==> config.mk <==
export PLATFORM = sky130hd
export DESIGN_NAME = prt_dptx_trn_ctl_flat
export DESIGN_NICKNAME = d
export VERILOG_FILES = /design/src/rtl/prt_dptx_trn_ctl_if.sv /design/src/rtl/prt_dptx_trn_ctl.sv /design/src/flat_wrapper.sv
export SDC_FILE = /design/constraint.sdc
export NUM_CORES = 1
export LEC_CHECK = 0
export CORE_MARGIN = 8
export CORE_UTILIZATION = 52
export CTS_BUF_LIST = sky130_fd_sc_hd__clkbuf_2 sky130_fd_sc_hd__clkbuf_4 sky130_fd_sc_hd__clkbuf_8
export DETAILED_ROUTE_END_ITERATION = 8
export PLACE_DENSITY = 0.82
export REMOVE_ABC_BUFFERS = 1
export SYNTH_ARGS = -nofsm -noshare
export SYNTH_HDL_FRONTEND = slang
export SYNTH_SLANG_ARGS = --single-unit
==> constraint.sdc <==
create_clock -name clk -period 3.6 [get_ports clk]
set_clock_uncertainty 0.2 [all_clocks]
set_input_delay 0.72 -clock clk [delete_from_list [all_inputs] [get_ports clk]]
set_output_delay 0.72 -clock clk [all_outputs]
set_load 0.03 [all_outputs]
==> src/rtl/prt_dptx_trn_ctl_if.sv <==
// -----------------------------------------------------------------------------
// prt_dptx_trn_ctl_if
// Message-burst bus from the DP TX training sequencer into the training-pattern
// RAM. One beat transfers on every cycle where vld and rdy are both high.
//
// Signals
//   idx    beat index 0..20 (0 = header beat)
//   first  header beat marker (idx 0)
//   last   final beat marker (idx 20)
//   dat    beat data; symbol word in [10:0], upper bits zero
//   vld    beat valid, driven by the sequencer
//   rdy    sink ready, driven by the pattern RAM
//
// Modports
//   master  sequencer side (drives idx/first/last/dat/vld, samples rdy)
//   slave   pattern RAM side
// -----------------------------------------------------------------------------
interface prt_dptx_trn_ctl_if #(
    parameter int unsigned P_MSG_IDX = 5,
    parameter int unsigned P_MSG_DAT = 16
);

    logic [P_MSG_IDX-1:0] idx;
    logic                 first;
    logic                 last;
    logic [P_MSG_DAT-1:0] dat;
    logic                 vld;
    logic                 rdy;

    modport master (
        output idx,
        output first,
        output last,
        output dat,
        output vld,
        input  rdy
    );

    modport slave (
        input  idx,
        input  first,
        input  last,
        input  dat,
        input  vld,
        output rdy
    );

endinterface

==> src/rtl/prt_dptx_trn_ctl.sv <==
// -----------------------------------------------------------------------------
// prt_dptx_trn_ctl
// Sequencer for the DP TX training block. On a host request it streams the
// selected link training pattern (TPS1/TPS2) as a 21-beat message burst into
// the training-pattern RAM, waits a settle time, then switches the lane mux to
// training. A TPS0 request returns the lanes to the main link.
//
// Ports
//   clk       clock
//   rst       synchronous reset, active-high
//   ctl_req   request pulse, sampled together with ctl_tps
//   ctl_tps   0 main link, 1 TPS1, 2 TPS2, 3 illegal
//   trn_sel   lane mux select: 0 main link, 1 training
//   msg       message-burst bus (master side)
//   sta_busy  high while loading or settling
//   sta_done  1-cycle pulse: requested state reached
//   sta_rej   1-cycle pulse: request rejected
//   sta_tps   pattern currently driven on the lanes (0 when main link)
// -----------------------------------------------------------------------------
module prt_dptx_trn_ctl #(
    parameter int unsigned P_SPL     = 2,
    parameter int unsigned P_MSG_IDX = 5,
    parameter int unsigned P_MSG_DAT = 16,
    parameter int unsigned P_SETTLE  = 8
) (
    input  logic                      clk,
    input  logic                      rst,
    input  logic                      ctl_req,
    input  logic [1:0]                ctl_tps,
    output logic                      trn_sel,
    prt_dptx_trn_ctl_if.master        msg,
    output logic                      sta_busy,
    output logic                      sta_done,
    output logic                      sta_rej,
    output logic [1:0]                sta_tps
);

    // -------------------------------------------------------------------------
    // Elaboration-time parameter checks
    // -------------------------------------------------------------------------
    // The 20-symbol pattern must split evenly across lanes at P_SPL symbols/clk.
    if (!(P_SPL == 1 || P_SPL == 2 || P_SPL == 4)) begin : g_bad_spl
        $error("prt_dptx_trn_ctl: P_SPL must be 1, 2 or 4");
    end
    if (P_MSG_IDX < 5) begin : g_bad_idx
        $error("prt_dptx_trn_ctl: P_MSG_IDX must hold 0..20");
    end
    if (P_MSG_DAT < 11) begin : g_bad_dat
        $error("prt_dptx_trn_ctl: P_MSG_DAT must be at least 11");
    end
    if (P_SETTLE < 1 || P_SETTLE > 255) begin : g_bad_settle
        $error("prt_dptx_trn_ctl: P_SETTLE must be 1..255");
    end

    // -------------------------------------------------------------------------
    // Constants
    // -------------------------------------------------------------------------
    localparam logic [P_MSG_IDX-1:0] IdxLast   = P_MSG_IDX'(20);
    localparam logic [P_MSG_IDX-1:0] IdxHalf   = P_MSG_IDX'(10);
    localparam logic [7:0]           SettleTop = 8'(P_SETTLE - 1);

    // Symbol words {disp_ctl, disp_val, k, dat[7:0]}
    localparam logic [10:0] SymD10p2   = 11'h04A;  // D10.2
    localparam logic [10:0] SymD11p6   = 11'h0CB;  // D11.6
    localparam logic [10:0] SymK28p5Np = 11'h5BC;  // K28.5, forced negative disparity
    localparam logic [10:0] SymK28p5Pp = 11'h7BC;  // K28.5, forced positive disparity

    localparam logic [1:0] TpsMain = 2'd0;
    localparam logic [1:0] Tps1    = 2'd1;
    localparam logic [1:0] Tps2    = 2'd2;
    localparam logic [1:0] TpsBad  = 2'd3;

    typedef enum logic [1:0] {
        StIdle,
        StLoad,
        StSettle,
        StActive
    } state_e;

    // -------------------------------------------------------------------------
    // State
    // -------------------------------------------------------------------------
    state_e               state_q, state_d;
    logic [P_MSG_IDX-1:0] idx_q, idx_d;
    logic [7:0]           settle_q, settle_d;
    logic [1:0]           tps_q, tps_d;        // pattern being loaded / last loaded
    logic                 sel_q, sel_d;
    logic [1:0]           sta_tps_q, sta_tps_d;
    logic                 done_q, done_d;
    logic                 rej_q, rej_d;

    logic                 in_load;
    logic                 beat_xfer;
    logic [3:0]           tps2_pos;
    logic [10:0]          sym_word;

    assign in_load   = (state_q == StLoad);
    assign beat_xfer = in_load & msg.rdy;

    // -------------------------------------------------------------------------
    // State register
    // -------------------------------------------------------------------------
    always_ff @(posedge clk) begin
        if (rst) begin
            state_q   <= StIdle;
            idx_q     <= '0;
            settle_q  <= '0;
            tps_q     <= TpsMain;
            sel_q     <= 1'b0;
            sta_tps_q <= TpsMain;
            done_q    <= 1'b0;
            rej_q     <= 1'b0;
        end else begin
            state_q   <= state_d;
            idx_q     <= idx_d;
            settle_q  <= settle_d;
            tps_q     <= tps_d;
            sel_q     <= sel_d;
            sta_tps_q <= sta_tps_d;
            done_q    <= done_d;
            rej_q     <= rej_d;
        end
    end

    // -------------------------------------------------------------------------
    // Next-state logic
    // -------------------------------------------------------------------------
    always_comb begin
        state_d   = state_q;
        idx_d     = idx_q;
        settle_d  = settle_q;
        tps_d     = tps_q;
        sel_d     = sel_q;
        sta_tps_d = sta_tps_q;
        done_d    = 1'b0;
        rej_d     = 1'b0;

        unique case (state_q)
            StIdle, StActive: begin
                if (ctl_req) begin
                    unique case (ctl_tps)
                        TpsMain: begin
                            sel_d     = 1'b0;
                            sta_tps_d = TpsMain;
                            done_d    = 1'b1;
                            state_d   = StIdle;
                        end
                        Tps1, Tps2: begin
                            // Lanes leave training while the RAM is rewritten.
                            sel_d     = 1'b0;
                            sta_tps_d = TpsMain;
                            tps_d     = ctl_tps;
                            idx_d     = '0;
                            state_d   = StLoad;
                        end
                        TpsBad: begin
                            rej_d = 1'b1;
                        end
                        default: begin
                            rej_d = 1'b1;
                        end
                    endcase
                end
            end

            StLoad: begin
                if (ctl_req) begin
                    rej_d = 1'b1;
                end
                if (beat_xfer) begin
                    if (idx_q == IdxLast) begin
                        idx_d    = '0;
                        settle_d = SettleTop;
                        state_d  = StSettle;
                    end else begin
                        idx_d = idx_q + 1'b1;
                    end
                end
            end

            StSettle: begin
                if (settle_q == 8'd0) begin
                    state_d   = StActive;
                    sel_d     = 1'b1;
                    sta_tps_d = tps_q;
                    done_d    = 1'b1;
                    // A request landing on this final cycle is still ignored, but
                    // its REJ is dropped so DONE and REJ never coincide.
                end else begin
                    settle_d = settle_q - 1'b1;
                    if (ctl_req) begin
                        rej_d = 1'b1;
                    end
                end
            end

            default: begin
                state_d = StIdle;
            end
        endcase
    end

    // -------------------------------------------------------------------------
    // Pattern symbol lookup
    // -------------------------------------------------------------------------
    // TPS2 repeats a 10-symbol period over beats 1..20; fold to position 0..9.
    always_comb begin
        tps2_pos = 4'd0;
        if (idx_q != '0) begin
            if (idx_q <= IdxHalf) begin
                tps2_pos = 4'(idx_q - 1'b1);
            end else begin
                tps2_pos = 4'(idx_q - IdxHalf - 1'b1);
            end
        end
    end

    always_comb begin
        sym_word = SymD10p2;
        if (idx_q == '0) begin
            // Header beat carries the pattern code.
            sym_word = {9'd0, tps_q};
        end else if (tps_q == Tps2) begin
            unique case (tps2_pos)
                4'd0:    sym_word = SymK28p5Np;
                4'd1:    sym_word = SymD11p6;
                4'd2:    sym_word = SymK28p5Pp;
                4'd3:    sym_word = SymD11p6;
                default: sym_word = SymD10p2;
            endcase
        end
    end

    // -------------------------------------------------------------------------
    // Outputs
    // -------------------------------------------------------------------------
    // Message fields are qualified by LOAD so the bus reads all-zero when idle;
    // while stalled they hold because idx_q and tps_q only move on a transfer.
    always_comb begin
        msg.vld   = in_load;
        msg.idx   = in_load ? idx_q : '0;
        msg.first = in_load && (idx_q == '0);
        msg.last  = in_load && (idx_q == IdxLast);
        msg.dat   = '0;
        if (in_load) begin
            msg.dat[10:0] = sym_word;
        end
    end

    assign trn_sel  = sel_q;
    assign sta_busy = (state_q == StLoad) || (state_q == StSettle);
    assign sta_done = done_q;
    assign sta_rej  = rej_q;
    assign sta_tps  = sta_tps_q;

endmodule
==> src/flat_wrapper.sv <==
// flat-port wrapper written by rule: the top's interface ports become plain ports
module prt_dptx_trn_ctl_flat 
#(
    parameter int unsigned P_SPL     = 2,
    parameter int unsigned P_MSG_IDX = 5,
    parameter int unsigned P_MSG_DAT = 16,
    parameter int unsigned P_SETTLE  = 8
)
  (clk, rst, ctl_req, ctl_tps, trn_sel, sta_busy, sta_done, sta_rej, sta_tps, msg_idx, msg_first, msg_last, msg_dat, msg_vld, msg_rdy);
  prt_dptx_trn_ctl_if #(.P_MSG_IDX(P_MSG_IDX), .P_MSG_DAT(P_MSG_DAT)) msg_i ();
  input  logic clk;
  input  logic rst;
  input  logic ctl_req;
  input  logic [1:0] ctl_tps;
  output logic trn_sel;
  output logic sta_busy;
  output logic sta_done;
  output logic sta_rej;
  output logic [1:0] sta_tps;
  output wire logic [$bits(msg_i.idx)-1:0] msg_idx;
  output wire logic [$bits(msg_i.first)-1:0] msg_first;
  output wire logic [$bits(msg_i.last)-1:0] msg_last;
  output wire logic [$bits(msg_i.dat)-1:0] msg_dat;
  output wire logic [$bits(msg_i.vld)-1:0] msg_vld;
  input wire logic [$bits(msg_i.rdy)-1:0] msg_rdy;
  assign msg_idx = msg_i.idx;
  assign msg_first = msg_i.first;
  assign msg_last = msg_i.last;
  assign msg_dat = msg_i.dat;
  assign msg_vld = msg_i.vld;
  assign msg_i.rdy = msg_rdy;
  prt_dptx_trn_ctl #(.P_SPL(P_SPL), .P_MSG_IDX(P_MSG_IDX), .P_MSG_DAT(P_MSG_DAT), .P_SETTLE(P_SETTLE)) u_core (.clk(clk), .rst(rst), .ctl_req(ctl_req), .ctl_tps(ctl_tps), .trn_sel(trn_sel), .msg(msg_i), .sta_busy(sta_busy), .sta_done(sta_done), .sta_rej(sta_rej), .sta_tps(sta_tps));
endmodule
# Word level (Yosys, flattened, before mapping)
# Cells that the tools add are included.
[word_totals]
rom_bits = 0
in_bits = 6
elab_cells = 94
mem_count = 0
reg_bits = 22
latchBits = 0
ram_bits = 0
[op_classes]
magnitude_cmp = 1
n_mul = 0
n_eq_ne = 19
reduce_logical = 21
muxes = 39
div = 0
bitwise = 1
addsub = 5
n_shift = 0
[op_table]
columns = ["cell", "n"]
rows = [
  ["$mux W11", 3],
  ["$pmux W11 S3", 1],
  ["$mux W5", 5],
  ["$mux W8", 3],
  ["$pmux W8 S2", 1],
  ["$mux W2", 7],
  ["$ne A2 B2 Y1 const B", 6],
  ["$reduce_and A4 Y1", 3],
  ["$eq A2 B2 Y1 const B", 5],
  ["$mux W1", 10],
  ["$pmux W5 S2", 1],
  ["$eq A4 B2 Y1 const B", 2],
  ["$logic_not A8 Y1", 1],
  ["$mux W4", 2],
  ["$pmux W2 S2", 2],
  ["$sub A4 B1 Y4 const B", 2],
  ["$sub A8 B1 Y8 const B", 1],
  ["$pmux W2 S3", 1],
  ["$reduce_bool A2 Y1", 3],
  ["$reduce_or A2 Y1", 3],
  ["$add A5 B1 Y5 const B", 1],
  ["$eq A5 B5 Y1 const B", 1],
  ["$le A5 B4 Y1 const B", 1],
  ["$logic_not A5 Y1", 1],
  ["16 further kinds", 20],
]

# Longest topological paths before layout
# Gate-level depths: netlist of the first run.
[logic_depth]
ltp_word = 10
ltp_mapped = 8

# Least setup slack after synthesis of the first run
# OpenSTA, ideal clock, no wires.
[synth_timing]
path_kind = "register -> output"
from = "reg u_core.state_q[1]"
to = "out msg_dat[0]"
path_stages_with_launch = 6
path_slack_ns = 0.298
t_required_ns = 2.680
t_arrival_ns = 2.382
cell_sequence = "dfxtp_1 -> inv_1 -> ha_1 -> inv_1 -> nor4_1 -> a22o_1"
[synth_via]
elab_chain_len = 2
[synth_lines]
columns = ["element", "line_no", "rtl"]
rows = [
  ["start: declaration", "prt_dptx_trn_ctl.sv:83", "state_e state_q, state_d;"],
  ["start signal: assignment", "prt_dptx_trn_ctl.sv:105", "state_q <= StIdle;"],
  ["start signal: assignment", "prt_dptx_trn_ctl.sv:114", "state_q <= state_d;"],
  ["$eq A2 B1 Y1", "prt_dptx_trn_ctl.sv:97", "assign in_load = (state_q == StLoad);"],
  ["net msg_vld", "flat_wrapper.sv:24", "output wire logic [$bits(msg_i.vld)-1:0] msg_vld;"],
  ["$mux W11", "prt_dptx_trn_ctl.sv:245", "if (in_load) begin"],
  ["end: declaration", "flat_wrapper.sv:23", "output wire logic [$bits(msg_i.dat)-1:0] msg_dat;"],
]
# The timed path passes the listed nets, and every way through them passes these cells.

# Worst setup path after layout of the first run
[layout_timing]
from = "reg u_core.idx_q[1]"
to = "out msg_dat[7]"
[layout_via]
elab_chain_len = 10
[layout_lines]
columns = ["element", "line_no", "rtl"]
rows = [
  ["start: declaration", "prt_dptx_trn_ctl.sv:84", "logic [P_MSG_IDX-1:0] idx_q, idx_d;"],
  ["start signal: assignment", "prt_dptx_trn_ctl.sv:115", "idx_q <= idx_d;"],
  ["$sub A4 B4 Y4", "prt_dptx_trn_ctl.sv:213", "tps2_pos = 4'(idx_q - IdxHalf - 1'b1);"],
  ["$sub A4 B1 Y4", "prt_dptx_trn_ctl.sv:213", ""],
  ["$mux W4", "prt_dptx_trn_ctl.sv:210", "if (idx_q <= IdxHalf) begin"],
  ["$mux W4", "prt_dptx_trn_ctl.sv:209", "if (idx_q != '0) begin"],
  ["$eq A4 B1 Y1 or $eq A4 B2 Y1 (tied branches)", "prt_dptx_trn_ctl.sv:224", "unique case (tps2_pos)"],
  ["$reduce_or A2 Y1 (no source line)", "--", ""],
  ["$pmux W11 S3", "prt_dptx_trn_ctl.sv:224", ""],
  ["$mux W11", "prt_dptx_trn_ctl.sv:223", "end else if (tps_q == Tps2) begin"],
  ["$mux W11 (*)", "prt_dptx_trn_ctl.sv:220", "if (idx_q == '0) begin"],
  ["$mux W11 (*)", "prt_dptx_trn_ctl.sv:245", ""],
]
# Mark *: on every way between the ends. The rest lies on a longest branch, timed or not.

==> impl_results.md, run 1 <==
* Synthesis-stage register bit count at 22
* Effective utilization at floorplan at between 50% and 60%
* Top cells by area, synth: dfxtp_1 (27%), ha_1 (8.3%), a21oi_1 (5.1%)
* Slew margin rel. at between 50% and 60%
* Static Leak at ~0.8 nW
* WL final at ~4000 µm
* Power per cell area at about 650 nW/µm²
* Commonest non-fill, non-tap cell in the layout: clkdlybuf4s50_1
* Fillers at about 280
* Layout area overhead at 19.3%
* Drt wl/cell at around 15 µm
* Post-synthesis cell area at ~1700 µm²
* DP Area at roughly 1900 µm²
* Drc violations at 0
* Final #Nets at between 200 and 250
* Fin crit share at roughly 97%
* Buffers on Ports at 30
* Placement Rows at 20
* Hold Path Class: reg2reg
* H-tree Lvls at 1
* Clock slew seen by the registers of the worst setup and hold paths at approximately 0.12 ns
* Synth area leader: dfxtp_1
* First-pass GRT wire length at approximately 6500 µm
* Area of the multi-input gates at about 1000 µm²
* Total global routing overflow at 0
* Syn Area/Cell at around 8.0 µm²
* Hold path cells at 2
* CTS root buf: clkbuf_4
* Worst-path fanout max at 6
* Hold Vio Cnt, Final at 0
* DR pass1 iterations at 4
* Most frequent cells in the layout: clkdlybuf4s50_1 (23), dfxtp_1 (21), nor2_1 (18), a21oi_1 (17), inv_1 (15)
* FF/Latch Area at ~440 µm²
* FF-to-FF End: u_core.settle_q[7]$_SDFFE_PP0P_
* Share of the yosys chip area belonging to registers at approximately a quarter
* CTS Buf Count at 3
* Hold Path End: u_core.trn_sel$_SDFFE_PP0P_
* CP Data Arrival Time at roughly 2.6 ns
* Area share of the largest cell type after synthesis at between 20% and 30%
* RSZ-0062 raised after global routing: no
* Final setup fails at 0
* Max-slew violations at 0
* Gpl congestion at between 0.8 and 0.9
* All-layer global routing usage at 15.0%
* Worst EP required at about 2.7 ns
* Max Fclk at 288 MHz
* Die W at 72.4 µm
* Total number of vias at ~1500
* Max Cap Viol at 0
* Vias per inst at ~5.6
* R2r setup slk at between 1 and 1.5 ns
* Synth unique cells at 50
* TritonCTS sink count at 22
* Worst VDD drop at 390 µV
* Critical Setup Path Class: reg2out
* Die H at approximately 72 µm
* IO Count at 36
* Layout cells sized above 1 at about 7%
* Path depth of the worst reg2reg path at 6
* CTS Buffer Depth at 2
* Largest net degree at the start of global routing at 17
* Initial antenna violation count at 0
* Vias in the first global route at about 1400
* Post-synth EDFFs at 0
* Design area at roughly 2000 µm²
* Worst skew pair latency at ~0.32 ns
* DRT iter0 DRCs at 104
* Design Power at between 1 and 1.5 mW
* Minimum clock period at approximately 3.5 ns
* # hold bufs at CTS at 0
* Yosys warning total at 0
* Worst hold start: u_core.trn_sel$_SDFFE_PP0P_
* Setup crit end kind: output port
* Placed wire-length estimate at just over 3000 µm
* Die ar. at 5240 µm²
* Status: completed
* CP Launch Type: flip-flop
* Post-CTS setup buffers at 0
* Antenna cell count at 0
* Worst slew pin tran at just under 0.7 ns
* Main synth FF type: dfxtp_1
* CORE AREA at 3050 µm²
* RR Startpoint: u_core.idx_q[1]$_SDFFE_PP0P_
* Routed Antenna Nets at 0
* Post-synthesis async set-or-reset flop share at 0%
* CTS tree: yes
* Mapped Cells at 208
-- state kept, by name (all words and copies together) (netlist names) --
register	flops
u_core.tps_q	2
u_core.settle_q	8
u_core.sta_done	1
u_core.sta_rej	1
u_core.sta_tps	2
u_core.trn_sel	1
u_core.idx_q	5
u_core.state_q	2
-- final cells by class --
cell class,count,area share [%]
Clock buffer,4,1.84
Inverter,15,2.85
Multi-Input combinational cell,152,53.1
Sequential cell,22,22.4
Tap cell,44,2.79
Timing Repair Buffer,35,17.1
-- report_power, final --
part           internal [mW]  switching [mW]  total, mW
clock network         0.0619          0.0780      0.140
logic                  0.311           0.473      0.783
registers              0.304          0.0599      0.363
total                  0.676           0.611       1.29
-- metal layers --
layer / vias to the layer above / wire (µm) / track usage (%)
li1: 783 / - / -
met1: 705 / 1860 / 18.1
met5: - / 0 / 0
met3: 4 / 152 / 2.89
met2: 25 / 1950 / 25.9
met4: 0 / 36 / 4.67
-- synthesized netlist by cell type, types with 2 or more instances --
master    number
a21oi_1       17
o21ai_0        4
buf_6          2
o21a_1         4
a22o_1         2
o31ai_1        6
and2_1         5
nor2_1        18
inv_1         15
ha_1          11
clkbuf_1      11
nor2b_1        2
nor4b_1        2
nand2b_1       4
and3_1         3
a311oi_1       4
dfxtp_1       22
nand3b_1       2
a31oi_1        5
or4_1          5
nand4b_1       3
nor3_1         6
xnor2_1        3
a211oi_1       3
nand3_1        5
a21o_1         3
nand2_1        9
or4b_1         2
buf_4          9
-- worst max-delay path, cell delays in order, from the launching register on --
cell and delay, ns:
dfxtp_1 0.42, inv_1 0.10, ha_1 0.20, o41a_1 0.42
o22ai_2 0.26, and2_1 0.17, clkdlybuf4s50_1 0.67
-- metrics by stage --
| stage | hold WS, ns | instances | TNS [ns] | utilization (%) | worst slack [ns] |
|---|---|---|---|---|---|
| floorplan | 0.255 | 189 | -0.0250 | - | -0.0250 |
| global route | 0.317 | 272 | 0 | 64.6 | 0.00386 |
| finish | 0.282 | 272 | 0 | 64.6 | 0.122 |
| CTS | 0.291 | 272 | 0 | 64.3 | 0.0468 |
| global placement | 0.261 | 268 | 0 | 63.1 | 0.308 |
| detailed placement | 0.274 | 268 | 0 | 63.1 | 0.186 |
-- kinds of logic after synthesis --
kind of cell / Yosys count / synth area share [%]
AND/OR/NAND/NOR: 72 / 25.5
AO/OA/AOI/OAI: 59 / 24.8
buffers and inverters: 38 / 11.6
flip-flops: 22 / 26.6
adder cells (fa/ha/maj): 11 / 8.32
XOR/XNOR: 3 / 1.59
multiplexers: 2 / 1.29
other: 1 / 0.227
-- worst max path at each step --
stage	start	end	slack [ns]	cells after the start
floorplan	u_core.state_q[1]$_SDFFE_PP0P_	msg_dat[0]	-0.02	5
global placement	u_core.idx_q[1]$_SDFFE_PP0P_	msg_dat[5]	0.31	6
detailed placement	u_core.idx_q[1]$_SDFFE_PP0P_	msg_dat[10]	0.19	6
CTS	u_core.idx_q[1]$_SDFFE_PP0P_	msg_dat[9]	0.05	7
global route	u_core.idx_q[0]$_SDFFE_PP0P_	msg_dat[6]	0.004	7
finish	u_core.idx_q[1]$_SDFFE_PP0P_	msg_dat[7]	0.12	6
-- timing repair --
action                                 CTS  global route
endpoints found under the hold margin    0             0
setup endpoints to repair                6             3
gates cloned                             0             0
resized for setup                        6             4
Power figures use the tool's default switching activity.
==> run 2: changes to the inputs <==
ABC_AREA = 1   (was default)
CTS_CLUSTER_DIAMETER = 100   (was default)
==> impl_results.md, run 2 <==
* DRT iter0 DRCs at 99 (was 104)
* Mux contribution to synthesized area at 0% (was 1.29%)
* Hold path cells at 2 (unchanged)
* Synth unique cells at 31 (was 50)
* CP Launch Type: flip-flop (unchanged)
* Total global routing overflow at 0 (unchanged)
* Syn Area/Cell at 6.54 µm² (was 7.95 µm²)
* Routed Antenna Nets at 0 (unchanged)
* Worst VDD drop at 551 µV (was 390 µV)
* Most frequent cells in the layout: nand2_1 (64), inv_1 (37), nor2_1 (30), clkdlybuf4s50_1 (22), dfxtp_1 (21) (was clkdlybuf4s50_1 (23), dfxtp_1 (21), nor2_1 (18), a21oi_1 (17), inv_1 (15))
* Vias in the first global route at 1370 (was 1401)
* Final setup fails at 0 (unchanged)
* Hold Path Class: reg2reg (unchanged)
* CP bufs+invs at 3 (was 2)
* Power per cell area at 650 nW/µm² (was 652 nW/µm²)
* Synth Area in Simple Gates at 35.2% (was 25.5%)
* Die H at 72.2 µm (was 72.4 µm)
* Main synth FF type: dfxtp_1 (unchanged)
* Drt wl/cell at 11.6 µm (was 14.7 µm)
* Final #Nets at 294 (was 246)
* Most numerous cell in the Yosys netlist: nand2_1 (was dfxtp_1)
* Design Power at 1.29 mW (about the same)
* Status: completed (unchanged)
* Share of the yosys chip area belonging to registers at 26.8% (was 26.6%)
* Placed wire-length estimate at 2850 µm (was 3060 µm)
* Critical Setup Path Class: reg2out (unchanged)
* RR Startpoint: u_core.state_q[1]$_SDFFE_PP0P_ (was u_core.idx_q[1]$_SDFFE_PP0P_)
* Effective utilization at floorplan at 54.2% (about the same)
* CP Data Arrival Time at 2.48 ns (was 2.56 ns)
* DR pass1 iterations at 4 (unchanged)
* Register with the highest flop count: u_core.settle_q (unchanged)
* Layout cells sized above 1 at 7.97% (was 7.02%)
* All-layer global routing usage at 14.2% (was 15.0%)
* Buffers on Ports at 30 (unchanged)
* Crit-path cells: inv_1, ha_1, inv_1, nor2_1, nand2_1, nand2_1, clkdlybuf4s50_1 (was inv_1, ha_1, o41a_1, o22ai_2, and2_1, clkdlybuf4s50_1)
* TritonCTS sink count at 22 (unchanged)
* Layout area overhead at 21.4% (was 19.3%)
* Die W at 72.2 µm (was 72.4 µm)
* Slew margin rel. at 60.1% (was 54.5%)
* Drc violations at 0 (unchanged)
* Post-synth EDFFs at 0 (unchanged)
* Fin crit share at 94.4% (was 96.6%)
* Die ar. at 5210 µm² (was 5240 µm²)
* Placement Rows at 20 (unchanged)
* Minimum clock period at 3.40 ns (was 3.48 ns)
* Static Leak at 1.11 nW (was 0.824 nW)
* Max Fclk at 294 MHz (was 288 MHz)
* Total negative slack at 0 ns (unchanged)
* Max-slew violations at 0 (unchanged)
* XOR/XNOR Fraction of Synth Area at 3.20% (was 1.59%)
* Path depth of the worst reg2reg path at 9 (was 6)
* Commonest non-fill, non-tap cell in the layout: nand2_1 (was clkdlybuf4s50_1)
* CTS root buf: clkbuf_4 (unchanged)
* Largest net degree at the start of global routing at 17 (unchanged)
* Gpl congestion at 0.856 (was 0.845)
* Compound-gate portion of the synthesized area at 11.3% (was 24.8%)
* Synth Area in Adders at 8.39% (was 8.32%)
* Setup crit end kind: output port (unchanged)
* Post-synthesis async set-or-reset flop share at 0% (unchanged)
* IO Count at 36 (unchanged)
* H-tree Lvls at 1 (unchanged)
* Synthesis-stage register bit count at 22 (unchanged)
* Worst EP required at 2.68 ns (about the same)
* Hold Path End: u_core.sta_tps[1]$_SDFFE_PP0P_ (was u_core.trn_sel$_SDFFE_PP0P_)
* Worst skew pair latency at 0.32 ns (about the same)
* CTS Buffer Depth at 2 (unchanged)
* Clock slew seen by the registers of the worst setup and hold paths at 0.14 ns (was 0.12 ns)
* Max Cap Viol at 0 (unchanged)
* Largest regs: u_core.settle_q: 8 flops, u_core.idx_q: 5 flops (unchanged)
* Slowest stage delay, CP at 0.66 ns (was 0.67 ns)
* Vias per inst at 4.90 (was 5.58)
* Worst hold start: u_core.tps_q[1]$_SDFFE_PP0P_ (was u_core.trn_sel$_SDFFE_PP0P_)
* Top cells by area, synth: dfxtp_1 (27%), nand2_1 (15%), inv_1 (8.5%) (was dfxtp_1 (27%), ha_1 (8.3%), a21oi_1 (5.1%))
* CP delay by family, top: buffers and inverters (unchanged)
* CORE AREA at 3030 µm² (was 3050 µm²)
* Initial antenna violation count at 0 (unchanged)
* RSZ-0062 raised after global routing: no (unchanged)
* Antenna cell count at 0 (unchanged)
* Worst-path fanout max at 12 (was 6)
* CTS Buf Count at 3 (unchanged)
* First-pass GRT wire length at 6090 µm (was 6470 µm)
* Synth area leader: dfxtp_1 (unchanged)
* Post-synthesis cell area at 1640 µm² (was 1650 µm²)
* FF-to-FF End: u_core.idx_q[3]$_SDFFE_PP0P_ (was u_core.settle_q[7]$_SDFFE_PP0P_)
* Mapped Cells at 251 (was 208)
* R2r setup slk at 1.54 ns (was 1.28 ns)
* CTS tree: yes (unchanged)
* Total number of vias at 1569 (was 1517)
* WL final at 3700 µm (was 4010 µm)
* Post-synth top cells: nand2_1 (64), inv_1 (37), nor2_1 (30), dfxtp_1 (22), nand3_1 (16) (was dfxtp_1 (22), nor2_1 (18), a21oi_1 (17), inv_1 (15))
* Worst slew pin tran at 0.597 ns (was 0.682 ns)
* Largest family of logic cells by synthesized area: simple AND/OR/NAND/NOR gates (unchanged)
* Area share of the largest cell type after synthesis at 26.8% (was 26.6%)
* Yosys warning total at 0 (unchanged)
* Hold Vio Cnt, Final at 0 (unchanged)
* CP max-delay cell: clkdlybuf4s50_1 (unchanged)
* Max reg flops at 8 (unchanged)
[run 2: worst max path at each step]
stage                                   startpoint          end  slack, ns  cells past startpoint
floorplan           u_core.state_q[1]$_SDFFE_PP0P_  msg_dat[10]       0.50                      6
global route        u_core.state_q[1]$_SDFFE_PP0P_   msg_dat[1]       0.01                      7
global placement      u_core.idx_q[0]$_SDFFE_PP0P_   msg_dat[4]       0.51                     10
CTS                   u_core.idx_q[0]$_SDFFE_PP0P_   msg_dat[4]       0.13                     10
detailed placement    u_core.idx_q[0]$_SDFFE_PP0P_   msg_dat[4]       0.48                     10
finish              u_core.state_q[1]$_SDFFE_PP0P_   msg_dat[1]       0.20                      7
[run 2: kinds of logic (layout without fill, tap and decap cells)]
logic type | after synthesis | after routing
buffers and inverters | 53 | 74
DFF | 22 | 22
AOI/OAI and AO/OA | 30 | 30
xor gates and xnor gates | 6 | 6
adders and majority gates | 11 | 11
other | 1 | 5
and+or+nand+nor | 128 | 128
[run 2: cell type report]
type / count / area [µm²]
clock inverters: 1 / 30.0
repair buffers: 30 / 320
fillers: 277 / 1040
inverters: 40 / 150
clock buffers: 3 / 22.5
well taps: 44 / 55.1
flip-flops and latches: 22 / 442
multi-input cells: 180 / 971
[run 2: report_power, final]
part	switching [mW]	internal, mW
logic	0.511	0.263
registers	0.0354	0.289
clock network	0.0832	0.113
[run 2: per-stage QoR]
| stage | setup slack (ns) | area (µm²) | hold WS [ns] | utilization, % | instances |
|---|---|---|---|---|---|
| after floorplan | 0.498 | 1560 | 0.246 | - | 242 |
| after global placement | 0.511 | 1920 | 0.255 | 63.3 | 316 |
| after detailed placement | 0.480 | 1920 | 0.266 | 63.3 | 316 |
| after CTS | 0.127 | 1970 | 0.279 | 65.0 | 320 |
| after global routing | 0.0144 | 1990 | 0.302 | 65.7 | 320 |
| final | 0.202 | 1990 | 0.277 | 65.7 | 320 |
[run 2: per-layer routing]
metal | wire length (µm) | track usage (%)
met4 | 50 | 5.90
met3 | 253 | 3.03
met2 | 1520 | 21.4
met1 | 1870 | 19.0
met5 | 0 | 0
[run 2: worst min-delay path: stages, from the launching register on]
cell and delay (ns):
dfxtp_1 0.34, nand2_1 0.06, a21oi_1 0.05
[run 2: what timing repair did]
| action | CTS | global route |
|---|---|---|
| buffers inserted | 0 | 0 |
| hold buffers | 0 | 0 |
| setup endpoints to repair | 0 | 9 |
| gates resized for setup | 0 | 9 |
| hold endpoints to repair | 0 | 0 |
